==> src/rtl/imem_cache_if.sv <==
// rtl/imem_cache_if.sv - fetch-side and backing-memory signal bundle for imem_cache
//
// Purpose: groups the fetch port, the invalidate pulse, the refill read bus
// and the miss counter into a single bundle.
// Modports:
//   slave  - the cache itself: takes the fetch address, invalidate, ack and read data;
//            drives instruction data, stall, the refill request/address and the miss count.
//   master - the environment (fetch stage plus backing memory): the mirror image of slave.
// Signals:
//   imem_addr_i  [31:0] fetch PC; bits [1:0] are ignored
//   imem_data_o  [31:0] instruction word; NOP when not a hit
//   imem_stall_o        high when imem_data_o is not valid this cycle
//   invalidate_i        one-cycle pulse that clears every valid bit
//   mem_req_o           backing-memory read request
//   mem_addr_o   [31:0] word-aligned backing-memory read address
//   mem_ack_i           backing memory returns mem_rdata_i this cycle
//   mem_rdata_i  [31:0] backing-memory read data
//   miss_count_o [31:0] saturating count of refills started

interface imem_cache_if;
  logic [31:0] imem_addr_i;
  logic [31:0] imem_data_o;
  logic        imem_stall_o;
  logic        invalidate_i;
  logic        mem_req_o;
  logic [31:0] mem_addr_o;
  logic        mem_ack_i;
  logic [31:0] mem_rdata_i;
  logic [31:0] miss_count_o;

  modport slave (
    input  imem_addr_i, invalidate_i, mem_ack_i, mem_rdata_i,
    output imem_data_o, imem_stall_o, mem_req_o, mem_addr_o, miss_count_o
  );

  modport master (
    output imem_addr_i, invalidate_i, mem_ack_i, mem_rdata_i,
    input  imem_data_o, imem_stall_o, mem_req_o, mem_addr_o, miss_count_o
  );
endinterface

==> src/rtl/imem_cache.sv <==
// rtl/imem_cache.sv - direct-mapped instruction cache with in-order line refill
//
// Purpose: serves instruction fetches combinationally on a hit; on a miss it
// stalls fetch and refills the whole line from backing memory, word 0 first.
// Ports:
//   clk   - single clock, all state updates on the rising edge
//   rst_n - asynchronous active-low reset
//   bus   - imem_cache_if.slave: fetch address/data/stall, invalidate pulse,
//           refill request/address/ack/data and the saturating miss counter
// Parameters:
//   NUM_LINES      - number of direct-mapped lines (power of 2)
//   WORDS_PER_LINE - 32-bit words per line (power of 2, at least 2)

module imem_cache #(
  parameter int NUM_LINES      = 8,
  parameter int WORDS_PER_LINE = 4
) (
  input logic         clk,
  input logic         rst_n,
  imem_cache_if.slave bus
);

  localparam int OFF_W = $clog2(WORDS_PER_LINE);
  localparam int IDX_W = $clog2(NUM_LINES);
  localparam int TAG_W = 30 - OFF_W - IDX_W;
  localparam logic [31:0] NOP = 32'h0000_0013;

  typedef enum logic {IDLE, REFILL} state_t;

  state_t               state_q;
  logic [NUM_LINES-1:0] valid_q;
  logic [TAG_W-1:0]     tag_q  [NUM_LINES];
  logic [31:0]          data_q [NUM_LINES][WORDS_PER_LINE];

  logic [TAG_W-1:0]     lat_tag_q;
  logic [IDX_W-1:0]     lat_idx_q;
  logic [OFF_W-1:0]     cnt_q;
  logic                 inv_seen_q;
  logic                 mem_req_q;
  logic [31:0]          mem_addr_q;
  logic [31:0]          miss_q;

  logic [OFF_W-1:0]     off;
  logic [IDX_W-1:0]     idx;
  logic [TAG_W-1:0]     tag;
  logic [OFF_W-1:0]     cnt_nxt;
  logic                 hit;
  logic                 last_word;
  logic                 refill_ack;

  assign off        = bus.imem_addr_i[OFF_W+1:2];
  assign idx        = bus.imem_addr_i[OFF_W+IDX_W+1:OFF_W+2];
  assign tag        = bus.imem_addr_i[31:OFF_W+IDX_W+2];
  assign cnt_nxt    = cnt_q + 1'b1;
  assign last_word  = (cnt_q == OFF_W'(WORDS_PER_LINE - 1));
  assign refill_ack = (state_q == REFILL) && bus.mem_ack_i;

  // Tag memory is not reset; the valid bit gates any stale/unknown tag.
  assign hit = (state_q == IDLE) && valid_q[idx] && (tag_q[idx] == tag);

  assign bus.imem_data_o  = hit ? data_q[idx][off] : NOP;
  assign bus.imem_stall_o = !hit;
  assign bus.mem_req_o    = mem_req_q;
  assign bus.mem_addr_o   = mem_addr_q;
  assign bus.miss_count_o = miss_q;

  always_ff @(posedge clk or negedge rst_n) begin
    if (!rst_n) begin
      state_q    <= IDLE;
      valid_q    <= '0;
      lat_tag_q  <= '0;
      lat_idx_q  <= '0;
      cnt_q      <= '0;
      inv_seen_q <= 1'b0;
      mem_req_q  <= 1'b0;
      mem_addr_q <= '0;
      miss_q     <= '0;
    end else begin
      case (state_q)
        IDLE: begin
          if (bus.invalidate_i) valid_q <= '0;
          if (!hit) begin
            lat_tag_q  <= tag;
            lat_idx_q  <= idx;
            cnt_q      <= '0;
            inv_seen_q <= 1'b0;
            mem_req_q  <= 1'b1;
            mem_addr_q <= {tag, idx, {OFF_W{1'b0}}, 2'b00};
            if (miss_q != 32'hFFFF_FFFF) miss_q <= miss_q + 32'd1;
            state_q    <= REFILL;
          end
        end
        REFILL: begin
          // An invalidate seen at any point of the refill poisons the line
          // being fetched, so the data from before the fence is never served.
          if (bus.invalidate_i) begin
            valid_q    <= '0;
            inv_seen_q <= 1'b1;
          end
          if (bus.mem_ack_i) begin
            if (last_word) begin
              mem_req_q <= 1'b0;
              state_q   <= IDLE;
              if (!bus.invalidate_i && !inv_seen_q) valid_q[lat_idx_q] <= 1'b1;
            end else begin
              cnt_q      <= cnt_nxt;
              mem_addr_q <= {lat_tag_q, lat_idx_q, cnt_nxt, 2'b00};
            end
          end
        end
        default: state_q <= IDLE;
      endcase
    end
  end

  // Line storage has no reset; it is only written by acknowledged refill beats.
  always_ff @(posedge clk) begin
    if (refill_ack) begin
      data_q[lat_idx_q][cnt_q] <= bus.mem_rdata_i;
      if (last_word) tag_q[lat_idx_q] <= lat_tag_q;
    end
  end

endmodule

==> src/flat_wrapper.sv <==
// flat-port wrapper written by rule: the top's interface ports become plain ports
module imem_cache_flat 
#(
  parameter int NUM_LINES      = 8,
  parameter int WORDS_PER_LINE = 4
)
  (clk, rst_n, bus_imem_addr_i, bus_invalidate_i, bus_mem_ack_i, bus_mem_rdata_i, bus_imem_data_o, bus_imem_stall_o, bus_mem_req_o, bus_mem_addr_o, bus_miss_count_o);
  imem_cache_if bus_i ();
  input logic clk;
  input logic rst_n;
  input wire logic [$bits(bus_i.imem_addr_i)-1:0] bus_imem_addr_i;
  input wire logic [$bits(bus_i.invalidate_i)-1:0] bus_invalidate_i;
  input wire logic [$bits(bus_i.mem_ack_i)-1:0] bus_mem_ack_i;
  input wire logic [$bits(bus_i.mem_rdata_i)-1:0] bus_mem_rdata_i;
  output wire logic [$bits(bus_i.imem_data_o)-1:0] bus_imem_data_o;
  output wire logic [$bits(bus_i.imem_stall_o)-1:0] bus_imem_stall_o;
  output wire logic [$bits(bus_i.mem_req_o)-1:0] bus_mem_req_o;
  output wire logic [$bits(bus_i.mem_addr_o)-1:0] bus_mem_addr_o;
  output wire logic [$bits(bus_i.miss_count_o)-1:0] bus_miss_count_o;
  assign bus_i.imem_addr_i = bus_imem_addr_i;
  assign bus_i.invalidate_i = bus_invalidate_i;
  assign bus_i.mem_ack_i = bus_mem_ack_i;
  assign bus_i.mem_rdata_i = bus_mem_rdata_i;
  assign bus_imem_data_o = bus_i.imem_data_o;
  assign bus_imem_stall_o = bus_i.imem_stall_o;
  assign bus_mem_req_o = bus_i.mem_req_o;
  assign bus_mem_addr_o = bus_i.mem_addr_o;
  assign bus_miss_count_o = bus_i.miss_count_o;
  imem_cache #(.NUM_LINES(NUM_LINES), .WORDS_PER_LINE(WORDS_PER_LINE)) u_core (.clk(clk), .rst_n(rst_n), .bus(bus_i));
endmodule
==> config.mk <==
export PLATFORM = sky130hd
export DESIGN_NAME = imem_cache_flat
export DESIGN_NICKNAME = d
export VERILOG_FILES = /design/src/rtl/imem_cache_if.sv /design/src/rtl/imem_cache.sv /design/src/flat_wrapper.sv
export SDC_FILE = /design/constraint.sdc
export NUM_CORES = 1
export LEC_CHECK = 0
export ABC_CLOCK_PERIOD_IN_PS = 4600
export BUFFER_PORTS_ARGS = -buffer_cell sky130_fd_sc_hd__buf_4
export CAP_MARGIN = 20
export CORE_ASPECT_RATIO = 0.6
export CORE_MARGIN = 5
export CORE_UTILIZATION = 56
export CTS_BUF_LIST = sky130_fd_sc_hd__clkbuf_4 sky130_fd_sc_hd__clkbuf_8
export DETAILED_ROUTE_END_ITERATION = 10
export PLACE_DENSITY = 0.73
export SYNTH_ARGS = -nofsm -noshare
export SYNTH_HDL_FRONTEND = slang
export SYNTH_SLANG_ARGS = --single-unit
==> constraint.sdc <==
create_clock -name clk -period 4.6 [get_ports clk]
set_clock_uncertainty 0.05 [all_clocks]
set_input_delay 0 -clock clk [delete_from_list [all_inputs] [get_ports clk]]
set_output_delay 0 -clock clk [all_outputs]
set_load 0.02 [all_outputs]
After elaboration in Yosys (flattened, before gate mapping)
Memory sizes are Yosys's and may differ from the RTL's.
Index checks and enable logic that the tools add are counted.

word-level totals
  register bits after elaboration = 105
  bits in writable memories = 1224
  memories kept = 2

cells by class
  add/sub/neg operators = 2
  order comparisons = 6
  eq/ne operators = 8
  muxes and demuxes = 40
  bitwise gates (word level) = 5
  reduce and logical (&&, ||, !) cells = 14

memories
  name           depth  bits a word  rd ports  clocked after Yosys merged registers in  wr ports  RTL line          text
  u_core.data_q  8      128          1         0                                        1         imem_cache.sv:33  logic [31:0] data_q [NUM_LINES][WORDS_PER_LINE];
  u_core.tag_q   8      25           1         0                                        1         imem_cache.sv:32  logic [TAG_W-1:0] tag_q [NUM_LINES];

operators with widths
  operator               count
  $mux 32                7
  $mux 128               1
  $bmux 32 s2            1
  $demux 32 s2           1
  $pmux 32 s2            1
  $mux 8                 5
  $add 32x1->32 const B  1
  $ne 32x32->1 const B   1
  $eq 25x25->1           1
  $pmux 8 s2             1
  $mux 1                 14
  $ne 2x2->1 const B     5
  $reduce_and 3->1       3
  $lt 3x4->1 const B     2
  $or 8x8->8             1
  $ge 3x3->1 const B     2
  $logic_and 1x1->1      6
  $mux 2                 3
  $not 2->3              2
  $pmux 1 s2             3
  $pmux 2 s2             1
  $reduce_and 2->1       2
  $bmux 1 s3             1
  $demux 1 s3            1
  other kinds (6)        9

Longest topological paths before layout
  depth in word-level cells = 9
  mapped depth = 13

Worst setup path after synthesis
No wires, ideal clock.

  path kind = reg-to-reg
  start point = register u_core.state_q
  end point = memory u_core.data_q[7][0] (netlist bit), enable pin
  library setup time = 0.472 ns
  arrival = 3.647 ns
  slack = 0.431 ns
  stages on the path, launching flop included = 6
  path buffers = 3
  clock period less this slack = 4.169 ns
  cell sequence = dfrtp_1 -> clkbuf_1 -> clkbuf_1 -> nand3_1 -> clkbuf_1 -> nor2_1

between the ends
  word-level cells in the longest chain between the ends = 3

RTL lines
  item                            RTL line           text
  start, declared                 imem_cache.sv:30   state_t state_q;
  start signal, assigned          imem_cache.sv:69   state_q <= IDLE;
  start signal, assigned          imem_cache.sv:90   state_q <= REFILL;
  start signal, assigned          imem_cache.sv:103  state_q <= IDLE;
  $logic_and 1x1->1               imem_cache.sv:56   assign refill_ack = (state_q == REFILL) && bus.mem_ack_i;
  $mux 1                          imem_cache.sv:118  if (refill_ack) begin
  $mux 128 (not written as such)  imem_cache.sv:119  data_q[lat_idx_q][cnt_q] <= bus.mem_rdata_i;
  end, declared                   imem_cache.sv:33

No other way between the ends.

Worst setup path in the final report
  start point = memory u_core.tag_q[7][19] (netlist bit)
  end point = output port bus_imem_data_o[4]

between the ends
  word-level cells in the longest chain between the ends = 4

RTL lines
  item               RTL line            text
  start, declared    imem_cache.sv:32
  $mem_v2 8x25       --
  $eq 25x25->1       imem_cache.sv:59    assign hit = (state_q == IDLE) && valid_q[idx] && (tag_q[idx] == tag);
  $logic_and 1x1->1  imem_cache.sv:59
  $mux 32            imem_cache.sv:61    assign bus.imem_data_o = hit ? data_q[idx][off] : NOP;
  end, declared      flat_wrapper.sv:15  output wire logic [$bits(bus_i.imem_data_o)-1:0] bus_imem_data_o;

No other way between the ends.

==> results.toml <==
[floorplan]
initial_core_util_pct = 56.4
placementRows = 86
die_x_um = 403
num_io_pins = 166
core_sq_mm = 0.0918
die_area_sq_mm = 0.0989
chipHeight_um = 246

[setup_path]
ff2ff_setup_slack_ns = 1.06
critPathKind = "reg -> out"
crit_required_ns = 4.55
r2r_cells = 9
worstPathArrival_ns = 4.14
path_cells = "mux4_2 -> mux2i_1 -> xor2_1 -> nand4_1 -> nor4_2 -> nand3_4 -> buf_12 -> a211o_1 -> buf_4"
crit_buf_inv = 2
critical_path.max_fanout = 73
r2r-start = "u_core.tag_q[7][19]"
slowest_stage = "nor4_2"
max_stage_delay_ns = 0.67
cp_num_cells = 9
start_kind = "flip-flop"
startpoint = "u_core.tag_q[7][19]"
endpoint = "bus_imem_data_o[4]"
path_delay_family = "simple AND/OR/NAND/NOR gates"
cp-end-kind = "primary output"
reg2reg_to = "u_core.bus.miss_count_o[1]"

[synth]
ys_types = 51
ys.flop_type = "edfxtp_1"
avgSynthCellArea_sq_um = 21.8
ys_seq_area_share_pct = 75.9
ys_warn_count = 0
synthCells = 2375
ys_seq_elements = 1325
synth_area_sq_mm = 0.0518
synth_edf_count = 1224
async_flop_share_pct = 7.62

[timing]
worstMarginPinSlew_ns = 1.07
setup_viol = 0
finalHoldViolCount = 0
period_minus_slack_ns = 4.19
worst_slack_ns = 0.414
fin_crit_sh_pct = 91.0
fin_setup_tns_ns = 0
slew_headroom_pct = 28.9
slew_violations = 0
rsz0062_at_grt = "no"
fmax_ghz = 0.239

[worst_hold_path]
hold_class = "in -> reg"

[routing]
drc = 0
wirelength_um = 121000
drtIter0Drc = 3093
vias_per_cell = 6.30
drtAntennaViolNets = 0
wl_per_cell_um = 29.1
firstDrtPassIters = 6
vias = 26193

[cts]
cts_buffers = 184
cts_setup_buffers = 0
ctsResizeCount = 0
htree_levels = 4
clkSinkCount = 1325
cts_max_path_buffers = 3
cts-root-buf = "clkbuf_8"
cts_tree = "done"
clkTransAtPathRegs_ns = 0.06
clock_latency_ns = 0.85

[pwr]
p_leak_nw = 19.7
p_per_area_mw_per_mm2 = 455
peakVddDrop_mv = 0.301

[layout]
nNetsFinal = 2854
n_fill_cell = 5869
final_cell_area_sq_mm = 0.0597
final_cell_mix = "1224 x edfxtp_1, 359 x mux4_2, 227 x buf_4"
area_growth_pct = 15.2
drive_gt1_share_pct = 33.0
layout_commonest_cell = "edfxtp_1"

[run_status]
status = "finished, final reports clean"

[place]
place_hpwl_um = 66300
place_ws_ns = 0.976
place.gp.congestion = 0.776
placed_area_sq_mm = 0.0549
port_buffers = 161

[grt]
grt.overflow.total = 0
antenna_found_initial = 8
grt_use_total_pct = 24.8
grt_pass1_vias = 26653
grt_max_degree = 124
grt_pass1_wl_um = 178000

[job]
maxCapViolCount = 0
## timing repair
item,CTS,global route
endpoints found under the hold margin,1434,0
hold buffers,115,0
endpoints found under the setup margin,0,0
## Yosys cell counts (all sizes together), types with 5 or more instances
cell,n,area share (%)
a211o,31,0.52
and2,7,0.085
and3,8,0.097
buf,75,0.77
clkbuf,61,0.44
dfrtp,101,4.9
edfxtp,1224,71
ha,5,0.12
inv,8,0.058
mux2,33,0.72
mux2i,76,1.5
mux4,359,16
nand2,49,0.36
nand3,50,0.48
nand3b,9,0.13
nand4,19,0.23
nor2,87,0.63
nor2b,7,0.085
nor3,13,0.14
nor3b,32,0.46
nor4,5,0.072
o21ai,32,0.31
xnor2,27,0.46
xor2,24,0.41
## layout make-up
cell class                 instances  area [sq um]  share of cell area [%]
antenna                            4          10.0                  0.0168
sequential                      1325         39300                    65.8
timing repair buffer             355          3110                    5.22
clock buffer                     261          3140                    5.26
tap                             1232          1540                    2.58
clock inverter                    68           427                   0.715
multi-input combinational        907         12100                    20.3
inverter                           8          30.0                  0.0503
## metal layers
metal	global-route usage (%)	wire length (um)
met5	0	37
met2	37.8	57500
met4	7.64	2850
met3	5.62	11600
met1	36.5	49200
## metrics by stage
stage	instances	power (mW)	hold slack [ns]	util [%]
4_1_cts	4156	27.3	0.000238	65.0
5_1_grt	4160	28.2	0.0389	65.0
6_report	4160	27.2	0.0795	65.0
3_5_place_dp	3712	18.4	0.120	59.8
3_3_place_gp	3712	18.2	0.0945	59.8
2_1_floorplan	2376	16.9	-0.346	-
## worst reg2reg max path, stage by stage, from the launching register on
cell      delay [ns]
edfxtp_1        0.37
mux4_2          0.48
mux2i_1         0.33
xor2_1          0.22
nand4_1         0.18
nor4_2          0.67
nand3_4         0.25
buf_12          0.26
and2_1          0.37
mux2_2          0.28
## flip-flops by register name, indices dropped and copies added, names as in the netlist, 3 cells and up
signal / cells
u_core.tag_q: 200
u_core.bus.miss_count_o: 32
u_core.bus.mem_addr_o: 29
u_core.lat_tag_q: 25
u_core.data_q: 1024
u_core.valid_q: 8
u_core.lat_idx_q: 3
## worst min-delay path by stage
stage | start | endpoint | cells past startpoint
2_1_floorplan | rst_n | u_core.bus.mem_addr_o[10] | 0
3_3_place_gp | rst_n | u_core.lat_tag_q[23] | 1
3_5_place_dp | rst_n | u_core.bus.mem_addr_o[30] | 1
4_1_cts | bus_mem_rdata_i[2] | u_core.data_q[5][98] | 2
5_1_grt | bus_mem_rdata_i[17] | u_core.data_q[5][113] | 2
6_report | bus_mem_rdata_i[17] | u_core.data_q[5][17] | 2
## cells by family after synthesis
kind of cell	after synthesis	share of synthesized area, %
AOI/OAI and AO/OA	84	1.14
other	1	0.00724
DFF	1325	75.9
and+or+nand+nor	297	2.94
buffers and inverters	144	1.27
adders and majority gates	5	0.121
muxes	468	17.8
xor gates and xnor gates	51	0.863
## report_power, final
| group | total, mW | switching (mW) | internal (mW) |
|---|---|---|---|
| sequential | 15.0 | 0.640 | 14.4 |
| clock | 8.88 | 4.31 | 4.57 |
| combinational | 3.29 | 1.94 | 1.36 |
| total | 27.2 | 6.89 | 20.3 |
No activity file was read; power rests on OpenSTA's default activity.
